===== src/rtl/stroke_draw_controller.sv =====
`default_nettype none
// ============================================================================
//  Module   : stroke_draw_controller
//  Purpose  : Arbitrates local/remote touch samples and expands each drawn
//             sample into a clipped BRUSHxBRUSH square of framebuffer writes.
//  Revision : 1.0  initial release
// ============================================================================
module stroke_draw_controller #(
    parameter int BRUSH = 3,
    parameter int H_RES = 320,
    parameter int V_RES = 240
) (
    input  logic        clk_in,
    input  logic        rst_in,
    input  logic        loc_valid_in,
    input  logic [8:0]  loc_x_in,
    input  logic [7:0]  loc_y_in,
    output logic        loc_ready_out,
    input  logic        rem_valid_in,
    input  logic [8:0]  rem_x_in,
    input  logic [7:0]  rem_y_in,
    input  logic [2:0]  rem_color_in,
    output logic        rem_ready_out,
    output logic        fb_valid_out,
    input  logic        fb_ready_in,
    output logic [16:0] fb_addr_out,
    output logic [2:0]  fb_color_out,
    output logic [2:0]  color_out,
    output logic        busy_out
);

    localparam int C_R = (BRUSH - 1) / 2;
    localparam logic signed [11:0] c_r_pos = 12'(C_R);
    localparam logic signed [11:0] c_r_neg = 12'(-C_R);
    localparam logic signed [11:0] c_h_res = 12'(H_RES);
    localparam logic signed [11:0] c_v_res = 12'(V_RES);

    typedef enum logic [0:0] {
        ST_IDLE  = 1'b0,
        ST_PAINT = 1'b1
    } state_t;

    state_t             r_state;
    state_t             w_state_nxt;
    logic               r_prio_rem;
    logic [8:0]         r_x;
    logic [7:0]         r_y;
    logic [2:0]         r_pix_color;
    logic [2:0]         r_pen;
    logic signed [11:0] r_dx;
    logic signed [11:0] r_dy;

    logic               w_gnt_loc;
    logic               w_gnt_rem;
    logic               w_loc_xfer;
    logic               w_rem_xfer;
    logic               w_pal_hit;
    logic [2:0]         w_pal_color;
    logic signed [11:0] w_px;
    logic signed [11:0] w_py;
    logic               w_inb;
    logic               w_last_dx;
    logic               w_last;
    logic               w_advance;
    logic [16:0]        w_addr;

    // Priority only matters when both requesters are valid at once.
    assign w_gnt_loc = loc_valid_in && (!rem_valid_in || !r_prio_rem);
    assign w_gnt_rem = rem_valid_in && (!loc_valid_in ||  r_prio_rem);

    assign loc_ready_out = (r_state == ST_IDLE) && !rst_in && w_gnt_loc;
    assign rem_ready_out = (r_state == ST_IDLE) && !rst_in && w_gnt_rem;
    assign w_loc_xfer    = loc_valid_in && loc_ready_out;
    assign w_rem_xfer    = rem_valid_in && rem_ready_out;

    assign w_pal_hit = (loc_x_in > 9'd20) && (loc_x_in < 9'd60) &&
                       (loc_y_in > 8'd20) && (loc_y_in < 8'd220);

    always_comb begin
        w_pal_color = 3'd4;
        if (loc_y_in < 8'd60)
            w_pal_color = 3'd0;
        else if (loc_y_in < 8'd100)
            w_pal_color = 3'd1;
        else if (loc_y_in < 8'd140)
            w_pal_color = 3'd2;
        else if (loc_y_in < 8'd180)
            w_pal_color = 3'd3;
    end

    // Signed pixel position so that brush pixels left/above the screen clip.
    assign w_px = $signed({3'b000, r_x}) + r_dx;
    assign w_py = $signed({4'b0000, r_y}) + r_dy;
    assign w_inb = (w_px >= 12'sd0) && (w_px < c_h_res) &&
                   (w_py >= 12'sd0) && (w_py < c_v_res);
    assign w_addr = 17'(w_py) * 17'(H_RES) + 17'(w_px);

    assign w_last_dx = (r_dx == c_r_pos);
    assign w_last    = w_last_dx && (r_dy == c_r_pos);
    assign w_advance = (r_state == ST_PAINT) && (!w_inb || fb_ready_in);

    assign busy_out     = (r_state == ST_PAINT);
    assign fb_valid_out = (r_state == ST_PAINT) && w_inb;
    assign fb_addr_out  = fb_valid_out ? w_addr : 17'd0;
    assign fb_color_out = fb_valid_out ? r_pix_color : 3'd0;
    assign color_out    = r_pen;

    always_ff @(posedge clk_in) begin
        if (rst_in)
            r_state <= ST_IDLE;
        else
            r_state <= w_state_nxt;
    end

    always_comb begin
        w_state_nxt = r_state;
        case (r_state)
            ST_IDLE: begin
                if (w_rem_xfer || (w_loc_xfer && !w_pal_hit))
                    w_state_nxt = ST_PAINT;
            end
            ST_PAINT: begin
                if (w_advance && w_last)
                    w_state_nxt = ST_IDLE;
            end
            default: w_state_nxt = ST_IDLE;
        endcase
    end

    always_ff @(posedge clk_in) begin
        if (rst_in) begin
            r_prio_rem  <= 1'b0;
            r_x         <= 9'd0;
            r_y         <= 8'd0;
            r_pix_color <= 3'd0;
            r_pen       <= 3'd0;
            r_dx        <= c_r_neg;
            r_dy        <= c_r_neg;
        end else begin
            if (w_loc_xfer) begin
                r_prio_rem <= 1'b1;
                r_x        <= loc_x_in;
                r_y        <= loc_y_in;
                if (w_pal_hit)
                    r_pen <= w_pal_color;
                else
                    r_pix_color <= r_pen;
            end else if (w_rem_xfer) begin
                r_prio_rem  <= 1'b0;
                r_x         <= rem_x_in;
                r_y         <= rem_y_in;
                r_pix_color <= rem_color_in;
            end

            if (w_loc_xfer || w_rem_xfer) begin
                r_dx <= c_r_neg;
                r_dy <= c_r_neg;
            end else if (w_advance) begin
                if (w_last) begin
                    r_dx <= c_r_neg;
                    r_dy <= c_r_neg;
                end else if (w_last_dx) begin
                    r_dx <= c_r_neg;
                    r_dy <= r_dy + 12'sd1;
                end else begin
                    r_dx <= r_dx + 12'sd1;
                end
            end
        end
    end

endmodule
`default_nettype wire


===== config.mk =====
export PLATFORM = sky130hd
export DESIGN_NAME = stroke_draw_controller
export DESIGN_NICKNAME = d
export VERILOG_FILES = /design/src/rtl/stroke_draw_controller.sv
export SDC_FILE = /design/constraint.sdc
export NUM_CORES = 1
export LEC_CHECK = 0
export CAP_MARGIN = 20
export CORE_AREA = 10 10 123 92
export CTS_CLUSTER_DIAMETER = 40
export CTS_CLUSTER_SIZE = 40
export DETAILED_ROUTE_END_ITERATION = 6
export DIE_AREA = 0 0 133 102
export PLACE_DENSITY = 0.74
export SYNTH_ARGS = -nofsm -noshare
export SYNTH_HDL_FRONTEND = slang
export SYNTH_SLANG_ARGS = --single-unit
export TNS_END_PERCENT = 10

===== constraint.sdc =====
create_clock -name clk_in -period 5.5 [get_ports clk_in]
set_clock_uncertainty 0.05 [all_clocks]
set_input_delay 1.1 -clock clk_in [delete_from_list [all_inputs] [get_ports clk_in]]
set_output_delay 1.1 -clock clk_in [all_outputs]
set_load 0.01 [all_outputs]

== After elaboration in Yosys (flattened, before gate mapping) ==
Index checks and enable logic that the tools add are counted.
Widths: inputs -> output; s select.

* Register bits after elaboration: 49
* Output and inout bits: 27
* Word-level logic and storage cells: 87

* Add/subtract/negate cells: 5
* Multiply operators: 1
* $lt $le $gt $ge: 12
* Equality and inequality tests: 3
* Muxes and demuxes: 22
* Bitwise logic cells: 1
* Reductions and logical operators: 35

{| class="wikitable"
|+ Operators with widths
! cell !! count
|-
| $mux 12 || 4
|-
| $add 12x2->12 const B || 2
|-
| $eq 12x2->1 const B || 2
|-
| $ge 12x1->1 const B || 2
|-
| $lt 8x8->1 const B || 3
|-
| $mux 3 || 8
|-
| $logic_and 1x1->1 || 18
|-
| $mux 9 || 2
|-
| $add 17x12->17 || 1
|-
| $mux 17 || 1
|-
| $mux 8 || 2
|-
| $add 10x12->12 || 1
|-
| $add 9x12->12 || 1
|-
| $lt 12x10->1 const B || 1
|-
| $lt 12x9->1 const B || 1
|-
| $mul 12x4->11 const B || 1
|-
| $gt 9x5->1 const B || 1
|-
| $lt 9x6->1 const B || 1
|-
| $gt 8x5->1 const B || 1
|-
| $lt 8x6->1 const B || 1
|-
| $lt 8x7->1 const B || 1
|-
| $logic_not 1->1 || 6
|-
| $reduce_and 2->1 || 3
|-
| $logic_or 1x1->1 || 5
|-
| 6 further kinds || 10
|}

== Logic depth before layout (Yosys ltp) ==
* Depth in word-level cells: 11
* Depth in mapped cells: 19
* Mapped depth without buffers: 19

== Least setup slack after synthesis ==
No wires, ideal clock.

* Path type: register to output
* Start point: reg r_dy[0]
* End point: out fb_addr_out[15]
* Data arrival time: 3.728 ns
* Setup slack: 0.622 ns
* Stages on the path, launching flop included: 18
* Buffers on the path: 0
* Cell sequence: dfxtp_1 > ha_1 > fa_1 > nand3_1 > and3_1 > nor2_1 > ha_1 > fa_1 > a21o_1 > a21oi_1 > o21bai_1 > a21oi_1 > xnor2_1 > ha_1 > inv_1 > a2111oi_0 > a41oi_1 > a21oi_1

* Longest elaborated chain between the ends: 6
* Elaborated cells between the ends (all ways): 9

{| class="wikitable"
|+ RTL lines
! item !! line !! source
|-
| start, declared || 51 || <nowiki>logic signed [11:0] r_dy;</nowiki>
|-
| start signal, assigned || 138 || <nowiki>r_dy <= c_r_neg;</nowiki>
|-
| start signal, assigned || 157 || <nowiki>r_dy <= c_r_neg;</nowiki>
|-
| start signal, assigned || 161 || <nowiki>r_dy <= c_r_neg;</nowiki>
|-
| $add 9x12->12 (*) || 93 || <nowiki>assign w_py = $signed({4'b0000, r_y}) + r_dy;</nowiki>
|-
| parallel branches: the longest is 4 deep, another holds $add 17x12->17 || - ||
|-
| $mux 17 (*) || 104 || <nowiki>assign fb_addr_out = fb_valid_out ? w_addr : 17'd0;</nowiki>
|-
| end, declared || 26 || <nowiki>output logic [16:0] fb_addr_out,</nowiki>
|}

Every way passes the cells marked *.

== Worst setup path after layout ==
* Start point: reg r_y[1]
* End point: out fb_addr_out[15]

* Longest elaborated chain between the ends: 6
* Elaborated cells between the ends (all ways): 9

{| class="wikitable"
|+ RTL lines
! item !! line !! source
|-
| start, declared || 47 || <nowiki>logic [7:0] r_y;</nowiki>
|-
| start signal, assigned || 143 || <nowiki>r_y <= loc_y_in;</nowiki>
|-
| start signal, assigned || 151 || <nowiki>r_y <= rem_y_in;</nowiki>
|-
| $add 9x12->12 (*) || 93 ||
|-
| parallel branches: the longest is 4 deep, another holds $add 17x12->17 || - ||
|-
| $mux 17 (*) || 104 ||
|}

Marks and branches as above.

==> run_results.csv <==
group,metric,value,unit
status,outcome,"finished, final reports clean",
cells_and_area,layout-drive-gt1-share,10.16,%
drt,drt_drc_violations_left,0,
grt,grt_max_degree,48,
cells_and_area,stdcell_count,754,
drt,drt_pre_antenna_iters,5,
critical_path,r2r_end,"r_dx[1]",
power,power_report.internal_total,1.521,mW
power,cellPowerDensity,499.8,mW/mm^2
cells_and_area,antenna-diode-count,0,
yosys,flop_and_latch_count_out_of_synthesis,49,
yosys,post_synth_instance_area,0.004354,sq mm
clocking,clk-insertion-delay-late,290,ps
floorplanning,rows,29,
yosys,synth_nets,644,
placement,gp_congestion,0.8875,
cells_and_area,area_delta_synth_final,26.49,%
placement,place_inst,741,
yosys,synth_edf_count,0,
critical_path,r2r_depth,9,
floorplanning,die_w,133,microns
power,static-leakage-power,2.245,nW
grt,global_route.overflow_total,0,
power,worst_ir_drop_vdd,500.9,uV
critical_path,critPathCaptureType,"primary output",
min_path,holdPathStages,2,
sta,timing.max_slew.rel_slack,63.31,%
job,maxCapViolations,0,
cells_and_area,final-seq-area,982.2,sq um
power,comb_power_share,73.1,%
drt,wire_per_inst,16.77,microns
grt,first_pass_grt_wire_length,20820,microns
yosys,post_synth.cell_area_avg,7.860,sq um
sta,setup_violations,0,
sta,timing.final.max_slew_violations,0,
critical_path,timing.rr.start,"r_dy[7]",
critical_path,critPathArrivalTime,4170,ps
yosys,ys_types,63,
clocking,cts.hold.buffers_added,0,
cells_and_area,filler_cell_count,781,
drt,first_iter_violations,362,
cells_and_area,multi_input_comb_area,0.003242,sq mm
floorplanning,pin_count,69,
clocking,cts_inserted_buffers,5,
yosys,asr_flop_ratio_synth,0,%
drt,final_antenna_net_count,0,
min_path,worst_hold_path_type,"flop to flop",
floorplanning,dieArea,0.01357,sq mm
yosys,ys_dominant_reg_cell,"dfxtp_1",
power,clkPwrFrac,11.9,%
sta,fmax,188.0,MHz
clocking,clock-sinks,49,
power,switching_share,44.74,%
cells_and_area,finalCoreUtilization,61.96,%
clocking,cts.root.buffer_cell,"clkbuf_16",
yosys,ys_warn_count,0,
clocking,clkSlewWorstSetupHoldPaths,70,ps
placement,portBuffers,68,
drt,avgViaCountPerCell,6.005,
critical_path,timing.reg2reg.setup_slack,2080,ps
critical_path,worst_ep_required_time,4350,ps
clocking,clock_tree.buffer_depth,2,
floorplanning,initial_core_utilization,48.98,%
sta,tightestPinTransition,547.2,ps
power,design_power_total,2.753,mW
clocking,cts-htree-levels,2,
sta,rsz0062_at_grt,"yes",
critical_path,timing.setup.critical_path_class,"flop to primary output",
clocking,cts_tree,"built",
floorplanning,chipHeight,102,microns
cells_and_area,layout_net_count,719,
sta,min_tclk_post_route,5319,ps
floorplanning,core_area,0.008890,sq mm
drt,total_wirelength_of_the_detailed_routed_design,12650,microns
grt,global_routing_usage_summed_across_all_routing_layers,18.26,%
min_path,min_from,"r_x[0]",
drt,via_count,4528,
yosys,ys_seq_area_share,22.53,%
sta,finalCritPeriodShare,96.71,%
sta,finalHoldViolations,0,
grt,first_global_vias,4281,
min_path,holdPathEnd,"r_x[0]",
yosys,synthesis.instances,554,
placement,dp_hpwl,10010,microns
critical_path,cp_max_fo,5,
power,power_spent_charging_and_discharging_nets,1.232,mW
critical_path,worst_setup_path_start_kind,"flop",
power,sequential_group_share_of_total_power,14.9,%
grt,antenna_found_initial,0,
## synthesized netlist by cell type, types with 2 or more instances
| cell type | n | area share [%] |
|---|---|---|
| or4_1 | 15 | 2.6 |
| buf_2 | 5 | 0.57 |
| a21o_1 | 7 | 1.2 |
| o2111ai_1 | 2 | 0.40 |
| nand2_1 | 45 | 3.9 |
| and2_1 | 8 | 1.1 |
| and3_1 | 5 | 0.72 |
| nand4_1 | 10 | 1.4 |
| a222oi_1 | 5 | 1.1 |
| buf_6 | 3 | 0.78 |
| nand3_1 | 36 | 4.1 |
| nor2_1 | 38 | 3.3 |
| nand2b_1 | 3 | 0.43 |
| nor3_1 | 18 | 2.1 |
| clkbuf_1 | 14 | 1.2 |
| nor2b_1 | 5 | 0.72 |
| or3_1 | 5 | 0.72 |
| o21a_1 | 7 | 1.2 |
| o21bai_1 | 2 | 0.34 |
| mux2i_1 | 2 | 0.46 |
| inv_1 | 30 | 2.6 |
| ha_1 | 44 | 13 |
| a2111oi_0 | 2 | 0.40 |
| o31ai_1 | 18 | 3.1 |
| or2_2 | 2 | 0.29 |
| o21ai_0 | 31 | 3.6 |
| a211oi_1 | 4 | 0.69 |
| o211ai_1 | 9 | 1.6 |
| a311oi_1 | 3 | 0.60 |
| xnor2_1 | 16 | 3.2 |
| nor4b_1 | 4 | 0.80 |
| a21boi_0 | 2 | 0.34 |
| a21oi_1 | 43 | 4.9 |
| o41ai_1 | 2 | 0.40 |
| nor3b_1 | 8 | 1.4 |
| xnor3_1 | 2 | 1.0 |
| fa_1 | 4 | 1.8 |
| nand3b_1 | 3 | 0.52 |
| a31o_2 | 2 | 0.40 |
| nor4_1 | 5 | 0.72 |
| xor2_1 | 11 | 2.2 |
| a22oi_1 | 5 | 0.86 |
| dfxtp_1 | 49 | 23 |
## registers in the layout (all words and copies together) (netlist names)
name / count
r_y: 8
color_out: 3
r_x: 9
r_dx: 12
r_prio_rem: 1
busy_out: 1
r_dy: 12
r_pix_color: 3
## layout by cell type (no fill, tap or decap), types with 3 or more instances in the layout
cell and count:
nor3b_1 7, ha_1 42, xor2_1 11, a211oi_1 4
clkbuf_16 5, or3_1 5, o211ai_1 9, xnor2_1 14
nor4b_1 4, nand2_1 45, inv_1 29, and3_1 5
nor2_1 37, a22oi_1 5, buf_4 24, or4_1 15
o31ai_1 18, a21o_1 7, dfxtp_1 48, nand3_1 36
nand2b_1 3, a222oi_1 5, nand3b_1 3, nand4_1 10
nor4_1 5, fa_2 3, o21ai_0 29, nor3_1 18
a21oi_1 36, and2_1 8, a311oi_1 3, o21a_1 7
a21oi_2 7, nor2b_1 5, clkdlybuf4s50_1 64
## cell type report
cell class,count,area share (%)
clock inverters,1,0.09087
well taps,124,2.817
clock buffers,7,2.771
inverters,30,2.045
multi-input cells,451,58.86
repair buffers,92,15.58
flip-flops and latches,49,17.83
## critical path: stages, from the launching register on
cell and delay, ps:
dfxtp_2 340, ha_1 310, a21o_1 190, a21oi_2 170, xnor2_2 160, ha_1 270
ha_2 210, fa_2 390, a21o_1 170, a21oi_2 160, o21bai_1 80, a21oi_1 160
xnor2_1 90, ha_1 340, inv_2 90, a2111oi_4 330, a41oi_2 60, a21oi_1 190
buf_2 170
## power by group through the flow
| stage | registers, mW | clock network, mW | logic (mW) |
|---|---|---|---|
| 2_1_floorplan | 0.408 | 0 | 1.33 |
| 3_3_place_gp | 0.417 | 0 | 1.64 |
| 3_5_place_dp | 0.419 | 0 | 1.69 |
| 4_1_cts | 0.410 | 0.332 | 1.73 |
| 5_1_grt | 0.415 | 0.348 | 2.23 |
| 6_report | 0.411 | 0.329 | 2.01 |
## per-layer routing
| layer | vias up | GRT usage (%) | share of wire (%) |
|---|---|---|---|
| met5 | - | 0 | 0 |
| met4 | 0 | 3.879 | 1.4 |
| met3 | 19 | 3.137 | 6.0 |
| met2 | 139 | 31.16 | 47 |
| met1 | 2143 | 23.80 | 46 |
| li1 | 2227 | - | - |
## logic make-up after synthesis
group,count (synthesis),synth area share [%]
compound gates,156,24.45
xor+xnor,29,6.465
fa+ha+maj,48,14.48
buf+inv,54,5.402
flops,49,22.53
mux,2,0.4598
simple gates,216,26.21
## worst max-delay path by stage
| stage | startpoint | to | depth (start not counted) |
|---|---|---|---|
| floorplan | r_dy[0] | fb_addr_out[15] | 17 |
| global placement | r_y[1] | fb_addr_out[15] | 18 |
| detailed placement | r_y[1] | fb_addr_out[15] | 18 |
| CTS | r_y[1] | fb_addr_out[15] | 18 |
| global route | r_y[1] | fb_addr_out[15] | 18 |
| finish | r_y[1] | fb_addr_out[15] | 18 |
## per-stage QoR
step / hold slack [ps] / setup slack, ps / TNS [ps] / area [sq um]
after global placement: 400.7 / 72.44 / 0 / 5220
after global routing: 441.1 / -35.15 / -48.42 / 5508
after floorplan: 385.7 / 621.8 / 0 / 4354
final: 418.4 / 181.0 / 0 / 5508
after CTS: 420.4 / -104.2 / -104.2 / 5388
after detailed placement: 410.3 / -146.6 / -201.4 / 5220
## what timing repair did
item | in CTS | in global routing
gates resized for setup | 10 | 23
endpoints found under the setup margin | 3 | 5
pin swaps | 0 | 15
buffers inserted | 0 | 5
(Power assumes the default switching activity.)
